**src/rtl/fifo_pkg.sv**
```systemverilog
// Constants shared by both ends of the 7-entry shift FIFO, plus the UART drain FSM state type.
`timescale 1ns/1ps
package fifo_pkg;

  localparam int unsigned DATA_W = 8;
  localparam int unsigned DEPTH  = 7;
  localparam int unsigned CNT_W  = 3;

  typedef enum logic [2:0] {
    IDLE,
    POP,
    LOAD,
    START,
    DATA,
    STOP
  } tx_state_e;

endpackage

```
**src/rtl/baud_tick_gen.sv**
```systemverilog
// Bit-period timer: counts 0..CLKS_PER_BIT-1 and pulses tick on the terminal count.
`timescale 1ns/1ps
module baud_tick_gen #(
  parameter int unsigned CLKS_PER_BIT = 868
) (
  input  logic clk,
  input  logic rst,
  input  logic clear,
  output logic tick
);

  localparam int unsigned CNT_BITS = (CLKS_PER_BIT > 1) ? $clog2(CLKS_PER_BIT) : 1;
  localparam logic [CNT_BITS-1:0] LAST = CNT_BITS'(CLKS_PER_BIT - 1);

  logic [CNT_BITS-1:0] cnt_q;

  assign tick = (cnt_q == LAST) && !clear;

  always_ff @(posedge clk or posedge rst) begin
    if (rst) begin
      cnt_q <= '0;
    end else if (clear || tick) begin
      cnt_q <= '0;
    end else begin
      cnt_q <= cnt_q + CNT_BITS'(1);
    end
  end

endmodule

```
**src/rtl/fifo_uart_tx.sv**
```systemverilog
// FIFO drain and 8N1 UART transmitter: tracks FIFO fill, pops a byte when present, sends it LSB first.
`timescale 1ns/1ps
module fifo_uart_tx
  import fifo_pkg::*;
#(
  parameter int unsigned DATA_W       = fifo_pkg::DATA_W,
  parameter int unsigned DEPTH        = fifo_pkg::DEPTH,
  parameter int unsigned CNT_W        = fifo_pkg::CNT_W,
  parameter int unsigned CLKS_PER_BIT = 868
) (
  input  logic              clk,
  input  logic              rst,
  input  logic              fifo_wr_seen,
  output logic              fifo_rd_en,
  input  logic [DATA_W-1:0] fifo_data,
  output logic              tx,
  output logic              busy,
  output logic [CNT_W-1:0]  occupancy
);

  localparam int unsigned BIT_W = (DATA_W > 1) ? $clog2(DATA_W) : 1;
  localparam logic [BIT_W-1:0] LAST_BIT = BIT_W'(DATA_W - 1);
  localparam logic [CNT_W-1:0] OCC_FULL = CNT_W'(DEPTH);

  tx_state_e         state_q;
  logic [CNT_W-1:0]  occ_q, occ_d;
  logic [DATA_W-1:0] shreg_q;
  logic [BIT_W-1:0]  bit_idx_q;
  logic              tx_q, busy_q, rd_en_q;
  logic              tick, timer_clear;

  assign fifo_rd_en = rd_en_q;
  assign tx         = tx_q;
  assign busy       = busy_q;
  assign occupancy  = occ_q;

  // Mirror of the FIFO tail index; a write at full is dropped unless a pop frees a slot.
  always_comb begin
    occ_d = occ_q;
    if (fifo_wr_seen && !rd_en_q) begin
      if (occ_q != OCC_FULL) begin
        occ_d = occ_q + CNT_W'(1);
      end
    end else if (!fifo_wr_seen && rd_en_q && (occ_q != '0)) begin
      occ_d = occ_q - CNT_W'(1);
    end
  end

  always_ff @(posedge clk or posedge rst) begin
    if (rst) begin
      occ_q <= '0;
    end else begin
      occ_q <= occ_d;
    end
  end

  assign timer_clear = (state_q == LOAD);

  baud_tick_gen #(
    .CLKS_PER_BIT(CLKS_PER_BIT)
  ) u_baud_tick_gen (
    .clk  (clk),
    .rst  (rst),
    .clear(timer_clear),
    .tick (tick)
  );

  always_ff @(posedge clk or posedge rst) begin
    if (rst) begin
      state_q   <= IDLE;
      tx_q      <= 1'b1;
      busy_q    <= 1'b0;
      rd_en_q   <= 1'b0;
      shreg_q   <= '0;
      bit_idx_q <= '0;
    end else begin
      rd_en_q <= 1'b0;
      unique case (state_q)
        IDLE: begin
          if (occ_q != '0) begin
            state_q <= POP;
            rd_en_q <= 1'b1;
            busy_q  <= 1'b1;
          end
        end
        POP: begin
          state_q <= LOAD;
        end
        LOAD: begin
          shreg_q   <= fifo_data;
          bit_idx_q <= '0;
          tx_q      <= 1'b0;
          state_q   <= START;
        end
        START: begin
          if (tick) begin
            tx_q    <= shreg_q[0];
            state_q <= DATA;
          end
        end
        DATA: begin
          if (tick) begin
            if (bit_idx_q == LAST_BIT) begin
              tx_q    <= 1'b1;
              state_q <= STOP;
            end else begin
              // Next bit goes out from shreg[1], which becomes shreg[0] after the shift.
              shreg_q   <= shreg_q >> 1;
              tx_q      <= shreg_q[1];
              bit_idx_q <= bit_idx_q + BIT_W'(1);
            end
          end
        end
        STOP: begin
          if (tick) begin
            busy_q  <= 1'b0;
            state_q <= IDLE;
          end
        end
        default: begin
          state_q <= IDLE;
        end
      endcase
    end
  end

endmodule

```
**config.mk**
```make
export PLATFORM = sky130hd
export DESIGN_NAME = fifo_uart_tx
export DESIGN_NICKNAME = d
export VERILOG_FILES = /design/src/rtl/fifo_pkg.sv /design/src/rtl/baud_tick_gen.sv /design/src/rtl/fifo_uart_tx.sv
export SDC_FILE = /design/constraint.sdc
export NUM_CORES = 1
export LEC_CHECK = 0
export CORE_ASPECT_RATIO = 0.7
export CORE_MARGIN = 3
export CORE_UTILIZATION = 30
export CTS_CLUSTER_DIAMETER = 30
export DETAILED_ROUTE_END_ITERATION = 10
export GPL_TIMING_DRIVEN = 1
export PLACE_DENSITY = 0.52
export SLEW_MARGIN = 20
export SYNTH_ARGS = -nofsm -noshare
export SYNTH_HDL_FRONTEND = slang
export SYNTH_SLANG_ARGS = --single-unit
```
**constraint.sdc**
```tcl
create_clock -name clk -period 1.8 [get_ports clk]
set_clock_uncertainty 0.05 [all_clocks]
set_input_delay 0.18 -clock clk [delete_from_list [all_inputs] [get_ports clk]]
set_output_delay 0.18 -clock clk [all_outputs]
set_load 0.02 [all_outputs]
```
# ---- Yosys cells after proc, flatten, opt, wreduce, memory -nomap -nowiden
# Index checks and enable logic that the tools add are counted.
dict set report word_totals {
  regBits 30
  output_inout_bits 6
  word_cells 71
}
dict set report classes {
  add_sub_neg 4
  eq_ne 15
  n_mux 25
  reduce_logical 19
}
# operator n
set ops {}
lappend ops {{$mux W3} 10}
lappend ops {{$pmux W3 S6} 1}
lappend ops {{$mux W8} 2}
lappend ops {{$pmux W8 S2} 1}
lappend ops {{$add A10 B1 Y10 const B} 1}
lappend ops {{$eq A10 B10 Y1 const B} 1}
lappend ops {{$mux W10} 1}
lappend ops {{$eq A3 B3 Y1 const B} 3}
lappend ops {{$reduce_and A3 Y1} 3}
lappend ops {{$ne A2 B1 Y1 const B} 4}
lappend ops {{$mux W1} 7}
lappend ops {{$add A3 B1 Y3 const B} 2}
lappend ops {{$eq A3 B2 Y1 const B} 2}
lappend ops {{$ne A2 B2 Y1 const B} 3}
lappend ops {{$pmux W3 S2} 1}
lappend ops {{$reduce_bool A2 Y1} 3}
lappend ops {{$reduce_bool A3 Y1} 2}
lappend ops {{$reduce_and A5 Y1} 1}
lappend ops {{$logic_and A1 B1 Y1} 4}
lappend ops {{$eq A3 B1 Y1 const B} 1}
lappend ops {{$logic_not A1 Y1} 3}
lappend ops {{$logic_not A3 Y1} 1}
lappend ops {{$ne A3 B3 Y1 const B} 1}
lappend ops {{$pmux W1 S3} 1}
lappend ops {{4 further kinds} 4}

# ---- Depth between registers and ports, before layout
dict set report logic_depth {
  word_depth 5
  mapped_depth 7
  mapped_depth_nobuf 7
}

# ---- Cells and area by module
# From an unflattened synthesis, not the netlist that was laid out.
dict set report unflattened {
  cells_unflattened 165
  hier_area_um2 1800.5
}
# module instances cells_each area_per_inst_um2 seq_area_each_um2
set by_module_without_submodules {}
lappend by_module_without_submodules {fifo_uart_tx 1 110 1242.4 501.7}
lappend by_module_without_submodules {baud_tick_gen 1 55 558.0 250.2}

# ---- Least setup slack after synthesis
# Ideal clock, no wire load.
dict set report synth_timing {
  path_type {reg2reg}
  start {register rd_en_q, in the netlist fifo_rd_en}
  end {register occ_q[1], in the netlist occupancy[1]}
  setup_ns 0.094
  arrival_ns 1.837
  required_ns 1.656
  path_slack_ns -0.181
  stages_incl_launch_ff 8
  path_buffers 0
  synth_period_minus_slack_ns 1.981
  cell_sequence {dfrtp_1 -> nor2b_1 -> inv_1 -> fa_1 -> inv_1 -> a21oi_1 -> o22ai_1 -> a211oi_1}
}
dict set report synth_via {
  word_cells_on_any_way 8
  classes_between {eq/ne (1); mux (1); reduce/logical (6)}
}
# item line
set synth_lines {}
lappend synth_lines {{from (decl)} fifo_uart_tx.sv:29} ;# logic tx_q, busy_q, rd_en_q;
lappend synth_lines {{from (signal assigned)} fifo_uart_tx.sv:73} ;# rd_en_q <= 1'b0;
lappend synth_lines {{from (signal assigned)} fifo_uart_tx.sv:77} ;# rd_en_q <= 1'b0;
lappend synth_lines {{from (signal assigned)} fifo_uart_tx.sv:82} ;# rd_en_q <= 1'b1;
lappend synth_lines {{$logic_not A1 Y1} fifo_uart_tx.sv:40} ;# if (fifo_wr_seen && !rd_en_q) begin
lappend synth_lines {{$logic_and A1 B1 Y1} fifo_uart_tx.sv:40}
lappend synth_lines {{$mux W3} fifo_uart_tx.sv:40}
lappend synth_lines {{named net occ_d[1]} fifo_uart_tx.sv:26} ;# logic [CNT_W-1:0] occ_q, occ_d;
lappend synth_lines {{to (signal assigned)} fifo_uart_tx.sv:51} ;# occ_q <= '0;
lappend synth_lines {{to (signal assigned)} fifo_uart_tx.sv:53} ;# occ_q <= occ_d;
lappend synth_lines {{to (decl)} fifo_uart_tx.sv:26}
# The timed path passes the listed nets, and every way through them passes these cells.
# A chain may end at the register's enable or synchronous reset.

# ---- Final worst setup path
dict set report layout_timing {
  start {register u_baud_tick_gen.cnt_q[1]}
  end {register shreg_q[6]}
}
dict set report layout_via {
  elab_chain_len 4
}
# item line
set layout_lines {}
lappend layout_lines {{from (decl)} baud_tick_gen.sv:15} ;# logic [CNT_BITS-1:0] cnt_q;
lappend layout_lines {{from (signal assigned)} baud_tick_gen.sv:25} ;# cnt_q <= cnt_q + CNT_BITS'(1);
lappend layout_lines {{$eq A10 B10 Y1} baud_tick_gen.sv:17} ;# assign tick = (cnt_q == LAST) && !clear;
lappend layout_lines {{$logic_and A1 B1 Y1} baud_tick_gen.sv:17}
lappend layout_lines {{$ne A2 B1 Y1 (no source line)} n/a}
lappend layout_lines {{$reduce_and A3 Y1 (no source line)} n/a}
lappend layout_lines {{to (signal assigned)} fifo_uart_tx.sv:90} ;# shreg_q <= fifo_data;
lappend layout_lines {{to (signal assigned)} fifo_uart_tx.sv:108} ;# shreg_q <= shreg_q >> 1;
lappend layout_lines {{to (decl)} fifo_uart_tx.sv:27} ;# logic [DATA_W-1:0] shreg_q;
# Every way passes these cells.

==> results.md <==
- Status: finished, final reports clean
- Hold Violations, Final: 0
- First-pass DRT Iterations: 4
- Overflow after GRT: 0
- Hold buffer count at cts: 0
- # nets final: 214
- Area share of fa/ha/maj cells after synthesis: under 10%
- FF-to-FF setup slack: between 70 and 80 ps
- Synth cell types: 42
- Most frequent cells in the layout: dfrtp_1, buf_4, nor2_1
- Fin area: 0.00217 mm^2
- Top-Level Pins: 17
- Die width: 96.0 um
- Post-DP HPWL: 2510 um
- Routed via count: 1272
- Post-synthesis simple-gate area fraction: 18.1%
- Placed inst area: 0.00206 mm^2
- Worst min path class: in -> async
- N_diodes: 0
- FFs w/ async S/R, synth: 100%
- WL/cell: between 10 and 15 um
- Pre-CTS WS: -277 ps
- Port Buffers: 16
- RSZ-0062 raised after global routing: false
- CTS H-Tree Depth: 2
- Post-route minimum period: 1720 ps
- Maximum number of pins on one net before global-route repair: 31
- Critical path class: reg -> reg
- CP endpoint kind: flop
- Std-Cell Rows: 22
- Initial Utilization: around a third
- Max transition margin: 73.3%
- Post-Syn Instances: around 160
- Max Clock Freq: 581 MHz
- TritonCTS clock tree: built
- Post-Syn Area per Cell: approximately 11 um^2
- Top_reg_cell synth: dfrtp_1
- Clk_lat worst skew: 280 ps
- CP arrival: between 1500 and 2000 ps
- Yosys top cell by area: dfrtp_1
- First-pass GRT wire length: 5870 um
- Total GRT Usage: 11.7%
- Vias per cell: 4.68
- Worst-Margin Slew: around 400 ps
- Detail Route Antenna Nets: 0
- DRC violations left: 0
- Antenna violations before repair: 0
- Slew Limit Fails: 0
- Initial DRC Count: 47
- Flops & latches, synth: 30
- Xor-xnor portion of the synthesized cell area: 4.12%
- Syn nets: 174
- Area share of the leading cell type in the synthesized netlist: a little over two fifths
- Share of layout cells above drive strength 1: 28.5%
- Max Buffers Root-to-Sink: 2
- Area delta synth->final: 27.6%
- MaxCap Viol Count: 0
- Post-synth EDFFs: 0
- Clk sinks: 30
- CTS root buffer: clkbuf_8
- Vias in the first global route: 1303
- Wirelength, routed: 3390 um
- Worst-path clk slew: 60 ps
- Synth top area cells: dfrtp_1, mux2_2, mux2_4
- Mux cell area share after synthesis: 13.6%
- PwrDens: 1100 mW/mm^2
- Post-Syn Area: 0.00170 mm^2
- Core Footprint: 0.00537 mm^2
- Combinational family with the most area after synthesis: simple AND/OR/NAND/NOR gates
- Pleak: 0.967 nW
- Final worst slack: between 70 and 80 ps
- Synth Area in Compound Gates: 10.7%
- Yosys Warn Count: 0
- Finish-stage setup viols: 0
- Seq/Total Area, Yosys: between 40% and 50%
- Maximum VDD drop: 0.000550 V
- FF-to-FF Start: u_baud_tick_gen.cnt_q[1]$_DFF_PP0_
- Die Y-Extent: 69.0 um
- DIE AREA: 0.00662 mm^2
- GP Congestion: about 0.8
- TritonCTS Buffers: 5
- Crit path launch type: flop
- Max FO, Critical Path: 7
- Capturing point of the worst reg2reg path: shreg_q[6]$_DFFE_PP0P_
- Worst path required time: about 1900 ps
- FF-to-FF path depth: 6
- Most common cell after layout, fill and taps aside: dfrtp_1
- Final period utilization: 95.6%
-- metrics by stage --
stage / power, W / util, % / instances / TNS, ps / hold slack, ps
2_1_floorplan: 0.00154 / - / 159 / -9.91 / 220
3_5_place_dp: 0.00184 / 38.4 / 263 / -406 / 441
4_1_cts: 0.00241 / 40.2 / 271 / 0 / 231
5_1_grt: 0.00258 / 40.4 / 272 / 0 / 282
6_report: 0.00239 / 40.4 / 272 / 0 / 227
3_3_place_gp: 0.00179 / 38.4 / 263 / -274 / 441
-- logic make-up (layout without fill, tap and decap cells) --
kind of cell	after synthesis	in the layout
simple gates	55	55
fa+ha+maj	4	4
flops	30	30
xor+xnor	8	8
mux	19	19
buf+inv	16	57
compound gates	27	27
-- worst max-delay path by stage --
stage / start / to / slack, ps / depth (start not counted)
2_1_floorplan: fifo_rd_en$_DFF_PP0_ / occupancy[1]$_DFFE_PP0P_ / -10 / 7
3_3_place_gp: fifo_wr_seen / occupancy[1]$_DFFE_PP0P_ / -190 / 8
3_5_place_dp: fifo_wr_seen / occupancy[1]$_DFFE_PP0P_ / -280 / 8
4_1_cts: fifo_rd_en$_DFF_PP0_ / occupancy[1]$_DFFE_PP0P_ / 3 / 7
5_1_grt: fifo_rd_en$_DFF_PP0_ / occupancy[1]$_DFFE_PP0P_ / 2 / 7
6_report: u_baud_tick_gen.cnt_q[1]$_DFF_PP0_ / shreg_q[6]$_DFFE_PP0P_ / 80 / 6
-- power breakdown --
| part | switching, W | internal (W) | leakage [nW] |
|---|---|---|---|
| clock network | 0.000245 | 0.000311 | 0.0455 |
| logic | 0.000396 | 0.000439 | 0.549 |
| registers | 0.000145 | 0.000856 | 0.373 |
| total | 0.000786 | 0.00161 | 0.967 |
-- Yosys cell counts (all sizes together), types with 4 or more instances --
cell type / n
dfrtp: 29
nor2: 20
mux2: 15
a21oi: 10
inv: 10
nand2: 10
xor2: 6
buf: 5
nand3: 5
o21ai: 5
mux2i: 4
nor3: 4
-- layer usage --
metal | vias to the layer above | GRT usage (%) | share of wire (%)
met4 | 0 | 4.96 | 1.3
met5 | - | 0 | 0
met1 | 612 | 15.2 | 50
met2 | 19 | 18.2 | 45
li1 | 634 | - | -
met3 | 7 | 3.58 | 3.5
-- worst max-delay path, stage by stage (launching register included) --
cell and delay [ps]:
dfrtp_1 370, ha_1 190, and4bb_4 280, nand3_4 100, a21oi_4 160, buf_6 160, mux2_4 300
-- sequential cells by signal, summed over array words and instances, names as in the netlist --
signal and count:
tx 1, busy 1, u_baud_tick_gen.cnt_q 10, occupancy 3, fifo_rd_en 1, state_q 3
bit_idx_q 3, shreg_q 8
-- layout make-up --
type	instances	area, um^2
Inverter	10	37.5
Fill cell	542	3200
Sequential cell	30	753
Multi-Input combinational cell	113	862
Timing Repair Buffer	39	337
Tap cell	72	90.1
Clock buffer	8	90.1
-- what timing repair did --
action	in CTS	in global routing
pin swaps	0	2
endpoints found under the setup margin	1	7
setup buffers	0	1
gates resized for setup	1	1
(Power assumes the default switching activity.)
